`src/rtl/impl_print_uart_tx.sv`:
```
// impl_print_uart_tx: turns the print peripheral's byte strobes into 8N1 UART
// frames. Bytes are queued in a small FIFO. There is no backpressure toward
// the core: a byte that arrives while the FIFO is full is dropped, and
// overflow_o is set and stays set until reset.
//
// Handshake: print_valid_i is a one-cycle push strobe with no ready. The byte
// is accepted when the FIFO is not full, or when a pop happens in the same
// cycle. A pop happens whenever the FSM is ready for a new byte (IDLE, or the
// last cycle of a stop bit) and the FIFO is non-empty. The FSM only sees
// bytes that are already registered in the FIFO, so there is no fall-through.
module impl_print_uart_tx #(
    parameter int CLKS_PER_BIT = 434,
    parameter int FIFO_DEPTH   = 16
) (
    input  logic                          clk_i,
    input  logic                          rst_i,
    input  logic [31:0]                   print_wdata_i,
    input  logic                          print_valid_i,
    output logic                          tx_o,
    output logic                          busy_o,
    output logic                          overflow_o,
    output logic [$clog2(FIFO_DEPTH):0]   fifo_level_o
);

    localparam int AW = $clog2(FIFO_DEPTH);
    localparam int CW = $clog2(CLKS_PER_BIT);
    localparam logic [CW-1:0] BAUD_RELOAD = CW'(CLKS_PER_BIT - 1);

    typedef enum logic [1:0] {
        IDLE  = 2'd0,
        START = 2'd1,
        DATA  = 2'd2,
        STOP  = 2'd3
    } state_t;

    // FSM state is kept as a plainly named register so checkers can bind to it.
    state_t          state;
    logic [CW-1:0]   baud_cnt;
    logic [2:0]      bit_idx;
    logic [7:0]      shift;

    logic [7:0]      mem [FIFO_DEPTH];
    logic [AW:0]     wptr;
    logic [AW:0]     rptr;
    logic [AW:0]     level;
    logic [AW:0]     level_next;
    logic            fifo_empty;
    logic            fifo_full;
    logic            baud_done;
    logic            pop;
    logic            push_acc;
    logic            push_drop;
    logic            idle_next;
    logic            unused_upper_bits;

    // Only the low byte of the print word carries character data.
    assign unused_upper_bits = ^print_wdata_i[31:8];

    // Pointers are one bit wider than the index, so full and empty can be told apart.
    assign level      = wptr - rptr;
    assign fifo_empty = (wptr == rptr);
    assign fifo_full  = (wptr[AW] != rptr[AW]) && (wptr[AW-1:0] == rptr[AW-1:0]);
    assign baud_done  = (baud_cnt == '0);

    // Pop when the FSM can start a new frame: from IDLE, or at the end of a stop bit.
    assign pop        = !fifo_empty && ((state == IDLE) || ((state == STOP) && baud_done));
    // A pop in the same cycle frees a slot, so a push into a full FIFO is still taken.
    assign push_acc   = print_valid_i && (!fifo_full || pop);
    assign push_drop  = print_valid_i && fifo_full && !pop;
    assign idle_next  = ((state == IDLE) || ((state == STOP) && baud_done)) && !pop;
    assign level_next = level + (AW+1)'(push_acc) - (AW+1)'(pop);

    assign fifo_level_o = level;

    // FIFO storage write; contents need no reset because the pointers define validity.
    always_ff @(posedge clk_i) begin
        if (push_acc) begin
            mem[wptr[AW-1:0]] <= print_wdata_i[7:0];
        end
    end

    // Read and write pointers; both wrap naturally modulo 2*FIFO_DEPTH.
    always_ff @(posedge clk_i or posedge rst_i) begin
        if (rst_i) begin
            wptr <= '0;
            rptr <= '0;
        end else begin
            if (push_acc) wptr <= wptr + (AW+1)'(1);
            if (pop)      rptr <= rptr + (AW+1)'(1);
        end
    end

    // Sticky overflow flag: set when a byte is dropped, cleared only by reset.
    always_ff @(posedge clk_i or posedge rst_i) begin
        if (rst_i) begin
            overflow_o <= 1'b0;
        end else if (push_drop) begin
            overflow_o <= 1'b1;
        end
    end

    // busy_o is registered from next-cycle values, so it lines up with state and level.
    always_ff @(posedge clk_i or posedge rst_i) begin
        if (rst_i) begin
            busy_o <= 1'b0;
        end else begin
            busy_o <= !idle_next || (level_next != '0);
        end
    end

    // Frame sequencer with registered tx_o: IDLE -> START -> DATA x8 -> STOP.
    always_ff @(posedge clk_i or posedge rst_i) begin
        if (rst_i) begin
            state    <= IDLE;
            baud_cnt <= '0;
            bit_idx  <= '0;
            shift    <= '0;
            tx_o     <= 1'b1;
        end else begin
            case (state)
                IDLE: begin
                    tx_o <= 1'b1;
                    if (pop) begin
                        shift    <= mem[rptr[AW-1:0]];
                        baud_cnt <= BAUD_RELOAD;
                        state    <= START;
                        tx_o     <= 1'b0;
                    end
                end
                START: begin
                    if (baud_done) begin
                        baud_cnt <= BAUD_RELOAD;
                        bit_idx  <= '0;
                        tx_o     <= shift[0];
                        shift    <= shift >> 1;
                        state    <= DATA;
                    end else begin
                        baud_cnt <= baud_cnt - CW'(1);
                    end
                end
                DATA: begin
                    if (baud_done) begin
                        baud_cnt <= BAUD_RELOAD;
                        if (bit_idx == 3'd7) begin
                            tx_o  <= 1'b1;
                            state <= STOP;
                        end else begin
                            bit_idx <= bit_idx + 3'd1;
                            tx_o    <= shift[0];
                            shift   <= shift >> 1;
                        end
                    end else begin
                        baud_cnt <= baud_cnt - CW'(1);
                    end
                end
                STOP: begin
                    if (baud_done) begin
                        if (pop) begin
                            // Next byte is waiting: go straight into its start bit.
                            shift    <= mem[rptr[AW-1:0]];
                            baud_cnt <= BAUD_RELOAD;
                            tx_o     <= 1'b0;
                            state    <= START;
                        end else begin
                            tx_o  <= 1'b1;
                            state <= IDLE;
                        end
                    end else begin
                        baud_cnt <= baud_cnt - CW'(1);
                    end
                end
                default: begin
                    tx_o  <= 1'b1;
                    state <= IDLE;
                end
            endcase
        end
    end

endmodule
```
`config.mk`:
```
export PLATFORM = sky130hd
export DESIGN_NAME = impl_print_uart_tx
export DESIGN_NICKNAME = d
export VERILOG_FILES = /design/src/rtl/impl_print_uart_tx.sv
export SDC_FILE = /design/constraint.sdc
export NUM_CORES = 1
export LEC_CHECK = 0
export CELL_PAD_IN_SITES_DETAIL_PLACEMENT = 0
export CELL_PAD_IN_SITES_GLOBAL_PLACEMENT = 1
export CORE_MARGIN = 3
export CORE_UTILIZATION = 48
export CTS_CLUSTER_DIAMETER = 100
export DETAILED_ROUTE_END_ITERATION = 7
export DONT_BUFFER_PORTS = 1
export GPL_TIMING_DRIVEN = 0
export PLACE_DENSITY_LB_ADDON = 0.2
export SLEW_MARGIN = 20
export SYNTH_ARGS = -nofsm -noshare
export SYNTH_HDL_FRONTEND = slang
export SYNTH_SLANG_ARGS = --single-unit
```
`constraint.sdc`:
```
create_clock -name clk_i -period 3.7 [get_ports clk_i]
set_clock_uncertainty 0.15 [all_clocks]
set_input_delay 0.37 -clock clk_i [delete_from_list [all_inputs] [get_ports clk_i]]
set_output_delay 0.37 -clock clk_i [all_outputs]
set_load 0.01 [all_outputs]
```
==> summary.md, run 1 <==
| Metric | Value |
|---|---|
| Critical-path cell list | inv_2 > ha_2 > nor4b_4 > a31oi_4 > buf_4 > nor2_4 > ha_1 > inv_1 > ha_1 > inv_1 > fa_2 > inv_1 > a21o_1 > a21oi_2 > xnor3_1 > or4_1 |
| Critical Path RT | 3.85 ns |
| Final hold violation count | 0 |
| CP top delay family | adder cells |
| Crit path largest cell delay | between 0.4 and 0.5 ns |
| Drt drc | 0 |
| Root buffer cell | clkbuf_16 |
| Most common cell after layout, fill and taps aside | edfxtp_1 |
| Internal | 4.92 mW |
| Combined area of the multi-input logic cells | 2440 um2 |
| Total power | between 7 and 8 mW |
| Final Slew Violations | 0 |
| R2R cell count | 16 |
| Post-DR wirelength/cell | about 21 um |
| R2R Setup Slk | around 0.21 ns |
| Drt total wl | around 15000 um |
| YS warnings | 0 |
| Clock Path Buffers | 2 |
| Setup ws final | 0.212 ns |
| Fraction of registers with async set/reset | 21.5% |
| Post-DP HPWL | 10200 um |
| Placed Area | approximately 7500 um2 |
| Die Footprint | between 15000 and 20000 um2 |
| Total negative slack | 0 ns |
| Pre-antenna DRT Iters | 5 |
| Via density | between 5 and 6 |
| Crit path time final | around 3.5 ns |
| CTS tree | done |
| Pleak | around 3.1 nW |
| Net Count, Synth | between 500 and 600 |
| Fill cell count | between 1000 and 1500 |
| Port buffer count | 0 |
| Top_reg_cell synth | edfxtp_1 |
| Maximum vdd drop | approximately 0.60 mV |
| Hold path depth | 2 |
| Core Region | ~15000 um2 |
| Total Nets Final | around 590 |
| Initial DRC Count | around 260 |
| Layout area overhead | 15.4% |
| Vias post-DR | 4190 |
| Worst setup SP type | flip-flop |
| Distinct cells, synth | 60 |
| Crit. End Element | flip-flop |
| Max cap viols | 0 |
| Congestion Overflow GR | 0 |
| Syn_area_per_cell | around 15 um2 |
| Combinational power share | 45.9% |
| Number of flops mapped to enable cells by yosys | roughly 130 |
| Crit Path Category | flip-flop to flip-flop |
| Unrepaired setup endpoints after global routing | no |
| Register area share after synthesis | between 60% and 70% |
| Hold Path Sink | wptr[2] |
| Vias in the first global route | approximately 4300 |
| Num CTS Buffers | 17 |
| Worst hold path class | primary input to flip-flop |
| Psw | a little under 3 mW |
| Initial antenna violation count | 1 |
| Critical path buffers and inverters | 5 |
| First-pass GRT wire length | between 20000 and 25000 um |
| Peak Freq | between 0.2 and 0.3 GHz |
| Part of the cycle the worst path needs | 94.3% |
| Worst path arrival time | approximately 3.6 ns |
| Layout cell share with drive strength beyond 1 | a little under a fifth |
| Total track usage | roughly a fifth |
| Die Width | 129 um |
| Sw Ratio | 37.3% |
| CP Max Fanout | 5 |
| Cells after synthesis | just under 500 |
| Status | completed |
| PD cells | approximately 930 nW/um2 |
| H-tree Lvls | 4 |
| Clock tree sinks | 163 |
| Reg2reg end | busy_o |
| Slew Limit Headroom | roughly a third |
| Most frequent cells in the layout | 128 x edfxtp_1, 36 x mux2i_1, 32 x dfrtp_1, 24 x nor2_1, 23 x o21ai_0 |
| Sequential cell area | between 4000 and 5000 um2 |
| Starting Density | 49.6% |
| Final setup violating endpoints | 0 |
| Share of power burned in registers | 31.8% |
| FP Rows | 44 |
| Worst Max-Slew Pin Slew | just under 1 ns |
| CP dominant cell by count | inv_1 |
| Antenna-violating nets left | 0 |
| Largest net degree at the start of global routing | 28 |
| Slowest CP cell | or4_1 |
| Power share of the clock group | 22.3% |
| Synthesized cell area | 7260 um2 |
| Boundary pin count | 43 |
| Gpl congestion | a little over 0.8 |
| Reg clk slew, reported paths | 0.07 ns |
| Hold Crit Start | print_valid_i |
| Clock latency on the worst-skew pair | 0.43 ns |
| Reg-to-Reg Start | baud_cnt[0] |
| Pre-CTS WS | -0.549 ns |
| Non-Filler Cell Area, Final | 8390 um2 |
| Synth Register Bits | 163 |
| Die height | roughly 130 um |
power groups by stage:
stage	clock network, mW	registers [mW]	logic [mW]
2_1_floorplan	0	2.48	2.61
6_report	1.75	2.49	3.60
3_5_place_dp	0	2.53	3.34
5_1_grt	1.85	2.53	4.00
4_1_cts	1.77	2.49	3.52
3_3_place_gp	0	2.51	3.27
area by class of cell:
cell class | count | area share, %
antenna | 1 | 0.0298
buffer | 18 | 1.45
clock buffer | 20 | 5.21
clock inverter | 12 | 1.79
inverter | 22 | 0.985
multi-input combinational | 283 | 29.1
sequential | 163 | 56.3
tap | 184 | 2.75
timing repair buffer | 22 | 2.42
per-stage QoR:
stage	instances	util, %	hold WS (ns)
finish	725	57.3	0.0505
global route	725	57.3	0.0635
CTS	720	56.9	0.0452
detailed placement	672	51.5	0.0453
global placement	671	51.2	0.320
floorplan	487	-	0.307
Yosys cell counts, drive strengths merged (3+ instances only):
library cell / count / area share, %
a21oi: 15 / 1.0
edfxtp: 128 / 53
xor2: 5 / 0.60
a221oi: 7 / 0.84
a2bb2oi: 3 / 0.36
o21ai: 24 / 1.7
clkbuf: 8 / 0.41
nor2b: 9 / 0.78
ha: 23 / 4.0
and2: 3 / 0.26
mux4: 14 / 4.3
nor3: 8 / 0.55
nand2b: 3 / 0.26
a211oi: 10 / 1.0
nand2: 21 / 1.1
dfrtp: 34 / 12
mux2i: 36 / 5.0
a21o: 4 / 0.41
nor2: 26 / 1.4
buf: 11 / 1.0
xnor2: 10 / 1.3
a31oi: 7 / 0.60
inv: 22 / 1.1
mux2: 7 / 1.1
nand3: 4 / 0.28
o22ai: 9 / 0.78
worst max path at each step:
stage / from / endpoint / slack [ns] / cells after the start
6_report: baud_cnt[0] / busy_o / 0.21 / 16
5_1_grt: baud_cnt[1] / busy_o / 0.006 / 16
3_3_place_gp: rptr[1] / busy_o / -0.51 / 17
4_1_cts: rptr[1] / busy_o / 0.05 / 17
3_5_place_dp: rptr[1] / busy_o / -0.55 / 18
2_1_floorplan: rptr[1] / busy_o / 0.004 / 17
routing by layer:
layer	track usage [%]	wire (um)	vias to the layer above	share of wire, %
met5	0	0	-	0
met2	32.4	7690	95	50
li1	-	-	1951	-
met1	25.6	6650	2127	44
met4	5.00	194	0	1.3
met3	5.89	737	17	4.8
registers in the layout, indices dropped and copies added, names as in the netlist:
register,flops
rptr,5
tx_o,1
shift,8
baud_cnt,9
mem,128
state,2
bit_idx,3
wptr,5
busy_o,1
overflow_o,1
logic make-up (layout without fill, tap and decap cells):
| family | after synthesis | count (layout) | synth area share (%) |
|---|---|---|---|
| flops | 163 | 163 | 65.0 |
| simple gates | 89 | 89 | 6.51 |
| mux | 57 | 57 | 10.4 |
| other cells | 0 | 1 | 0 |
| fa+ha+maj | 25 | 25 | 4.51 |
| compound gates | 96 | 96 | 8.82 |
| xor+xnor | 16 | 16 | 2.22 |
| buf+inv | 41 | 94 | 2.57 |
what timing repair did:
| item | 4_1_cts | 5_1_grt |
|---|---|---|
| hold buffers | 10 | 0 |
| pin swaps | 3 | 2 |
| hold endpoints to repair | 163 | 0 |
| buffers inserted | 7 | 4 |
| setup endpoints to repair | 1 | 1 |
| resized for setup | 11 | 10 |
No activity file was read; power rests on OpenSTA's default activity.
==> inputs of run 2 (changes only) <==
--- a/config.mk
+++ b/config.mk
@@ -8,7 +8,7 @@
 export CELL_PAD_IN_SITES_DETAIL_PLACEMENT = 0
 export CELL_PAD_IN_SITES_GLOBAL_PLACEMENT = 1
 export CORE_MARGIN = 3
-export CORE_UTILIZATION = 48
+export CORE_UTILIZATION = 55
 export CTS_CLUSTER_DIAMETER = 100
 export DETAILED_ROUTE_END_ITERATION = 7
 export DONT_BUFFER_PORTS = 1
==> constraint.sdc (replaced) <==
create_clock -name clk_i -period 4.3 [get_ports clk_i]
set_clock_uncertainty 0.15 [all_clocks]
set_input_delay 1.29 -clock clk_i [delete_from_list [all_inputs] [get_ports clk_i]]
set_output_delay 1.29 -clock clk_i [all_outputs]
set_load 0.01 [all_outputs]
==> summary.md, run 2 (same netlist as run 1, synthesis figures left out) <==
| Metric | Value |
|---|---|
| Part of the cycle the worst path needs | 94.3% (about the same) |
| Layout cell share with drive strength beyond 1 | 16.0% (-2.9 points) |
| Combined area of the multi-input logic cells | 2380 um2 (-2.1%) |
| Drt total wl | 14800 um (-3.3%) |
| H-tree Lvls | 4 (unchanged) |
| Fill cell count | 925 (-20%) |
| Max cap viols | 0 (unchanged) |
| Port buffer count | 0 (unchanged) |
| Number of diodes | 0 (-1) |
| Final setup violating endpoints | 0 (unchanged) |
| Critical Path RT | 4.46 ns (+0.61 ns) |
| Status | completed |
| Clock tree sinks | 163 (unchanged) |
| Reg-to-Reg Start | rptr[3] |
| Post-DP HPWL | 9940 um (-2.2%) |
| Largest net degree at the start of global routing | 36 (+29%) |
| Root buffer cell | clkbuf_16 |
| Core Region | 12800 um2 (-13%) |
| Crit path launch | rptr[3] |
| Num CTS Buffers | 17 (unchanged) |
| Die Footprint | 14600 um2 (-12%) |
| Post-DR wirelength/cell | 21.4 um (+1.5%) |
| Vias post-DR | 4148 (-1.0%) |
| PD cells | 807 nW/um2 (-14%) |
| Starting Density | 56.9% (+7.3 points) |
| Placed Area | 7500 um2 (-0.56%) |
| Hold path depth | 1 (-1) |
| Boundary pin count | 43 (unchanged) |
| Non-Filler Instances | 691 (-4.7%) |
| Initial antenna violation count | 0 (-1) |
| Worst hold path class | flip-flop to flip-flop |
| Placed Instances | 659 (-1.9%) |
| CP Max Fanout | 11 (+6) |
| Peak Freq | 0.247 GHz (-14%) |
| Final Slew Violations | 0 (unchanged) |
| Drt drc | 0 (unchanged) |
| Worst Max-Slew Pin Slew | 0.927 ns (-0.0415 ns) |
| Via density | 6.00 (+3.9%) |
| Gpl congestion | 0.808 (-0.53%) |
| Crit path time final | 4.06 ns (+0.569 ns) |
| Die height | 121 um (-6.3%) |
| Sequential cell area | 4720 um2 (about the same) |
| Crit Path Category | flip-flop to flip-flop |
| Vias in the first global route | 4097 (-4.5%) |
| Crit. End Element | flip-flop |
| Slew Limit Headroom | 38.0% (+2.8 points) |
| FP Rows | 41 (-6.8%) |
| Clock latency on the worst-skew pair | 0.44 ns (about the same) |
| Worst path arrival time | 4.22 ns (+0.58 ns) |
| Pleak | 2.96 nW (-3.0%) |
| Total track usage | 21.8% (+2.2 points) |
| CTS tree | done |
| Final hold slack | 0.347 ns (+0.297 ns) |
| Maximum vdd drop | 0.474 mV (-21%) |
| Clock Path Buffers | 2 (unchanged) |
| Hold Crit Start | rptr[4] |
| Die Width | 121 um (-6.3%) |
| Number of flip-flops under the largest register name | 128 (unchanged) |
| Pre-antenna DRT Iters | 5 (unchanged) |
| Most frequent cells in the layout | 128 x edfxtp_1, 36 x mux2i_1, 34 x dfrtp_1, 24 x nor2_1 |
| Layout area overhead | 12.0% |
| Final hold violation count | 0 (unchanged) |
| Unrepaired setup endpoints after global routing | no |
| Worst setup SP type | flip-flop |
| Antenna-violating nets left | 0 (unchanged) |
| Non-Filler Cell Area, Final | 8140 um2 (-3.0%) |
| R2R cell count | 15 (-1) |
| Most common cell after layout, fill and taps aside | edfxtp_1 |
| Post-layout util | 63.7% (+6.4 points) |
| Reg clk slew, reported paths | 0.07 ns (about the same) |
| Initial DRC Count | 357 (+36%) |
| Hold Buf Count CTS | 0 (-10) |
| Congestion Overflow GR | 0 (unchanged) |
| First-pass GRT wire length | 23300 um (-3.3%) |
| Total Nets Final | 566 (-3.6%) |
[run 2: cell types whose count changed in the layout (fill, tap and decap cells not counted), sizes merged]
cell	previous run	this run
buf	24	13
clkbuf	26	23
clkinv	3	4
diode	1	0
dlygate4sd3	10	0
inv	27	29
[run 2: layout make-up]
cell class	count	share of cell area (%)
repair buffers	2	0.185
well taps	172	2.64
plain buffers	17	1.23
flip-flops and latches	163	58.0
inverters	22	1.06
clock buffers	17	5.23
clock inverters	15	2.34
multi-input cells	283	29.3
[run 2: per-stage QoR]
| step | total power, mW | setup slack [ns] | TNS [ns] |
|---|---|---|---|
| detailed placement | 5.00 | -0.426 | -0.426 |
| global route | 6.96 | 0.0203 | 0 |
| global placement | 4.92 | -0.414 | -0.414 |
| floorplan | 4.37 | 0.367 | 0 |
| CTS | 6.59 | 0.0965 | 0 |
| finish | 6.57 | 0.244 | 0 |
[run 2: repair_timing]
item / 4_1_cts / 5_1_grt
hold endpoints to repair: 0 / 0
endpoints found under the setup margin: 2 / 1
resized for setup: 3 / 2
pin swaps: 0 / 1
buffers inserted: 1 / 1
[run 2: report_power, final]
group	internal (mW)	leakage [nW]	switching, mW
Clock	0.882	0.298	0.675
Sequential	1.98	1.58	0.173
Combinational	1.25	1.08	1.61
[run 2: path summary, 6_finish.rpt]
path                         endpoint  slack (ns)
min                           rptr[4]        0.35
min in group asynchronous  overflow_o        0.72
max reg2reg                    busy_o        0.24
max                            busy_o        0.24
min reg2reg                   rptr[4]        0.35
max in group asynchronous    shift[5]        2.76
[run 2: critical path, cell delays in order, from the launching register on]
cell and delay [ns]:
dfrtp_1 0.60, inv_1 0.20, ha_1 0.38, and4_1 0.21, and2_1 0.26, nor2_4 0.28
ha_1 0.28, inv_1 0.06, ha_1 0.16, inv_1 0.05, fa_1 0.40, inv_1 0.07
a21o_1 0.11, a21oi_1 0.07, xnor3_1 0.17, or4_1 0.49
[run 2: layer usage]
metal	track usage (%)	routed length [um]	up-vias
met3	4.38	694	24
li1	-	-	1914
met4	10.3	382	0
met5	0	0	-
met1	30.9	6650	2108
met2	32.8	7050	102
==> inputs of run 3 (changes only) <==
--- a/config.mk
+++ b/config.mk
@@ -8,11 +8,10 @@
 export CELL_PAD_IN_SITES_DETAIL_PLACEMENT = 0
 export CELL_PAD_IN_SITES_GLOBAL_PLACEMENT = 1
 export CORE_MARGIN = 3
-export CORE_UTILIZATION = 55
+export CORE_UTILIZATION = 53
 export CTS_CLUSTER_DIAMETER = 100
 export DETAILED_ROUTE_END_ITERATION = 7
 export DONT_BUFFER_PORTS = 1
-export GPL_TIMING_DRIVEN = 0
 export PLACE_DENSITY_LB_ADDON = 0.2
 export SLEW_MARGIN = 20
 export SYNTH_ARGS = -nofsm -noshare
==> constraint.sdc (replaced) <==
create_clock -name clk_i -period 3.9 [get_ports clk_i]
set_clock_uncertainty 0.15 [all_clocks]
set_input_delay 1.17 -clock clk_i [delete_from_list [all_inputs] [get_ports clk_i]]
set_output_delay 1.17 -clock clk_i [all_outputs]
set_load 0.01 [all_outputs]
==> summary.md, run 3 (same netlist as run 1, synthesis figures left out) <==
| Metric | Value |
|---|---|
| Hold path depth | 1 (unchanged) |
| Vias post-DR | 4082 (-1.6%) |
| Status | completed |
| Reg2reg end | busy_o |
| Largest net degree at the start of global routing | 54 (+50%) |
| Sequential cell area | 4720 um2 (about the same) |
| Drt drc | 0 (unchanged) |
| Pre-antenna DRT Iters | 5 (unchanged) |
| Core Region | 13300 um2 (+4.5%) |
| Boundary pin count | 43 (unchanged) |
| Most common cell after layout, fill and taps aside | edfxtp_1 |
| H-tree Lvls | 4 (unchanged) |
| Critical Path RT | 4.04 ns (-0.42 ns) |
| Reg clk slew, reported paths | 0.06 ns (about the same) |
| Die Footprint | 15100 um2 (+3.6%) |
| Root buffer cell | clkbuf_16 |
| Post-DP HPWL | 9640 um (-3.0%) |
| Gpl congestion | 0.804 (-0.45%) |
| Worst Max-Slew Pin Slew | 0.966 ns (+0.0390 ns) |
| R2R cell count | 15 (unchanged) |
| Crit Path Category | flip-flop to flip-flop |
| Port buffer count | 0 (unchanged) |
| Clock Path Buffers | 2 (unchanged) |
| Peak Freq | 0.279 GHz (+13%) |
| Num CTS Buffers | 17 (unchanged) |
| Maximum vdd drop | 0.744 mV (+57%) |
| Congestion Overflow GR | 0 (unchanged) |
| Initial antenna violation count | 1 (+1) |
| Starting Density | 54.4% (-2.4 points) |
| Clock tree sinks | 163 (unchanged) |
| Total track usage | 20.7% (-1.1 points) |
| Final setup violating endpoints | 0 (unchanged) |
| Initial DRC Count | 364 (+2.0%) |
| Via density | 5.88 (-2.0%) |
| CP Max Fanout | 4 (-7) |
| Die Width | 123 um (+1.8%) |
| Worst setup SP type | flip-flop |
| Drt total wl | 14700 um (-0.79%) |
| Total power | 7.15 mW (+8.8%) |
| Crit. End Element | flip-flop |
| Total Nets Final | 565 (-0.18%) |
| Combined area of the multi-input logic cells | 2360 um2 (-0.89%) |
| Total negative slack | 0 ns (unchanged) |
| Layout cell share with drive strength beyond 1 | 16.0% (+0.031 points) |
| Hold Crit Start | wptr[4] |
| Die height | 123 um (+1.8%) |
| R2R Setup Slk | 0.32 ns (+0.08 ns) |
| FP Rows | 42 (+2.4%) |
| Vias in the first global route | 3959 (-3.4%) |
| Hold Path Sink | wptr[4] |
| Number of diodes | 0 (unchanged) |
| First-pass GRT wire length | 22800 um (-1.9%) |
| Reg-to-Reg Start | wptr[0] |
| Post-CTS setup buffers | 0 (-1) |
| Unrepaired setup endpoints after global routing | no |
| Number of flip-flops under the largest register name | 128 (unchanged) |
| Post-DR wirelength/cell | 21.1 um (-1.2%) |
| Pleak | 2.96 nW (about the same) |
| PD cells | 882 nW/um2 (+9.2%) |
| Layout area overhead | 11.6% |
| Final Slew Violations | 0 (unchanged) |
| Most frequent cells in the layout | 128 x edfxtp_1, 36 x mux2i_1, 33 x dfrtp_1, 25 x nor2_1 |
| Crit path time final | 3.58 ns (-0.478 ns) |
| Worst hold path class | flip-flop to flip-flop |
| Clock latency on the worst-skew pair | 0.42 ns (-0.02 ns) |
| Final hold violation count | 0 (unchanged) |
| Worst path arrival time | 3.72 ns (-0.50 ns) |
| Part of the cycle the worst path needs | 91.8% (-2.6 points) |
| Antenna-violating nets left | 0 (unchanged) |
| CTS tree | done |
| Slew Limit Headroom | 35.6% (-2.4 points) |
| Max cap viols | 0 (unchanged) |
| Fill cell count | 1025 (+11%) |
[run 3: worst max-delay path by stage]
stage	slack, ns	startpoint	to	cells past startpoint
6_report	0.32	wptr[0]	busy_o	15
5_1_grt	0.1	baud_cnt[0]	busy_o	16
4_1_cts	0.24	baud_cnt[0]	busy_o	16
3_5_place_dp	0.28	baud_cnt[0]	busy_o	16
3_3_place_gp	0.34	baud_cnt[0]	busy_o	16
2_1_floorplan	0.02	rptr[1]	busy_o	17
[run 3: stage by stage]
| step | instance area [um2] | std cells | utilization (%) | setup slack (ns) | hold WS [ns] |
|---|---|---|---|---|---|
| finish | 8110 | 694 | 60.7 | 0.321 | 0.336 |
| global route | 8110 | 694 | 60.7 | 0.0981 | 0.364 |
| CTS | 8100 | 694 | 60.7 | 0.242 | 0.343 |
| detailed placement | 7520 | 662 | 56.3 | 0.277 | 0.331 |
| global placement | 7520 | 662 | 56.3 | 0.337 | 0.324 |
| floorplan | 7270 | 487 | - | 0.0201 | 0.307 |
[run 3: layer usage]
metal  track usage [%]  wire length [um]
met5                 0                14
met4              8.17               286
met3              4.39               565
met2              29.7              6750
met1              31.1              7040
[run 3: repair_timing]
| action | 4_1_cts | 5_1_grt |
|---|---|---|
| gates resized for setup | 0 | 1 |
| hold endpoints to repair | 0 | 0 |
| hold buffers | 0 | 0 |
| setup endpoints to repair | 0 | 1 |
[run 3: final cells by class]
cell class / count / area share, %
well taps: 176 / 2.72
multi-input cells: 283 / 29.2
repair buffers: 18 / 1.67
clock inverters: 14 / 1.90
inverters: 22 / 1.02
flip-flops and latches: 163 / 58.2
clock buffers: 18 / 5.29
[run 3: worst max-delay path: stages (launching register included)]
cell     delay (ns)
dfrtp_1        0.40
inv_1          0.12
ha_1           0.36
and4_1         0.25
and2_1         0.18
nor2_2         0.13
ha_1           0.24
inv_1          0.06
ha_1           0.16
inv_1          0.05
fa_1           0.40
inv_1          0.08
a21o_1         0.11
a21oi_1        0.06
xnor3_1        0.19
or4_1          0.51
[run 3: report_power, final]
group          switching [mW]  internal [mW]  total [mW]
combinational            1.76           1.38        3.14
sequential              0.187           2.19        2.38
clock                   0.683          0.951        1.63
total                    2.63           4.52        7.15
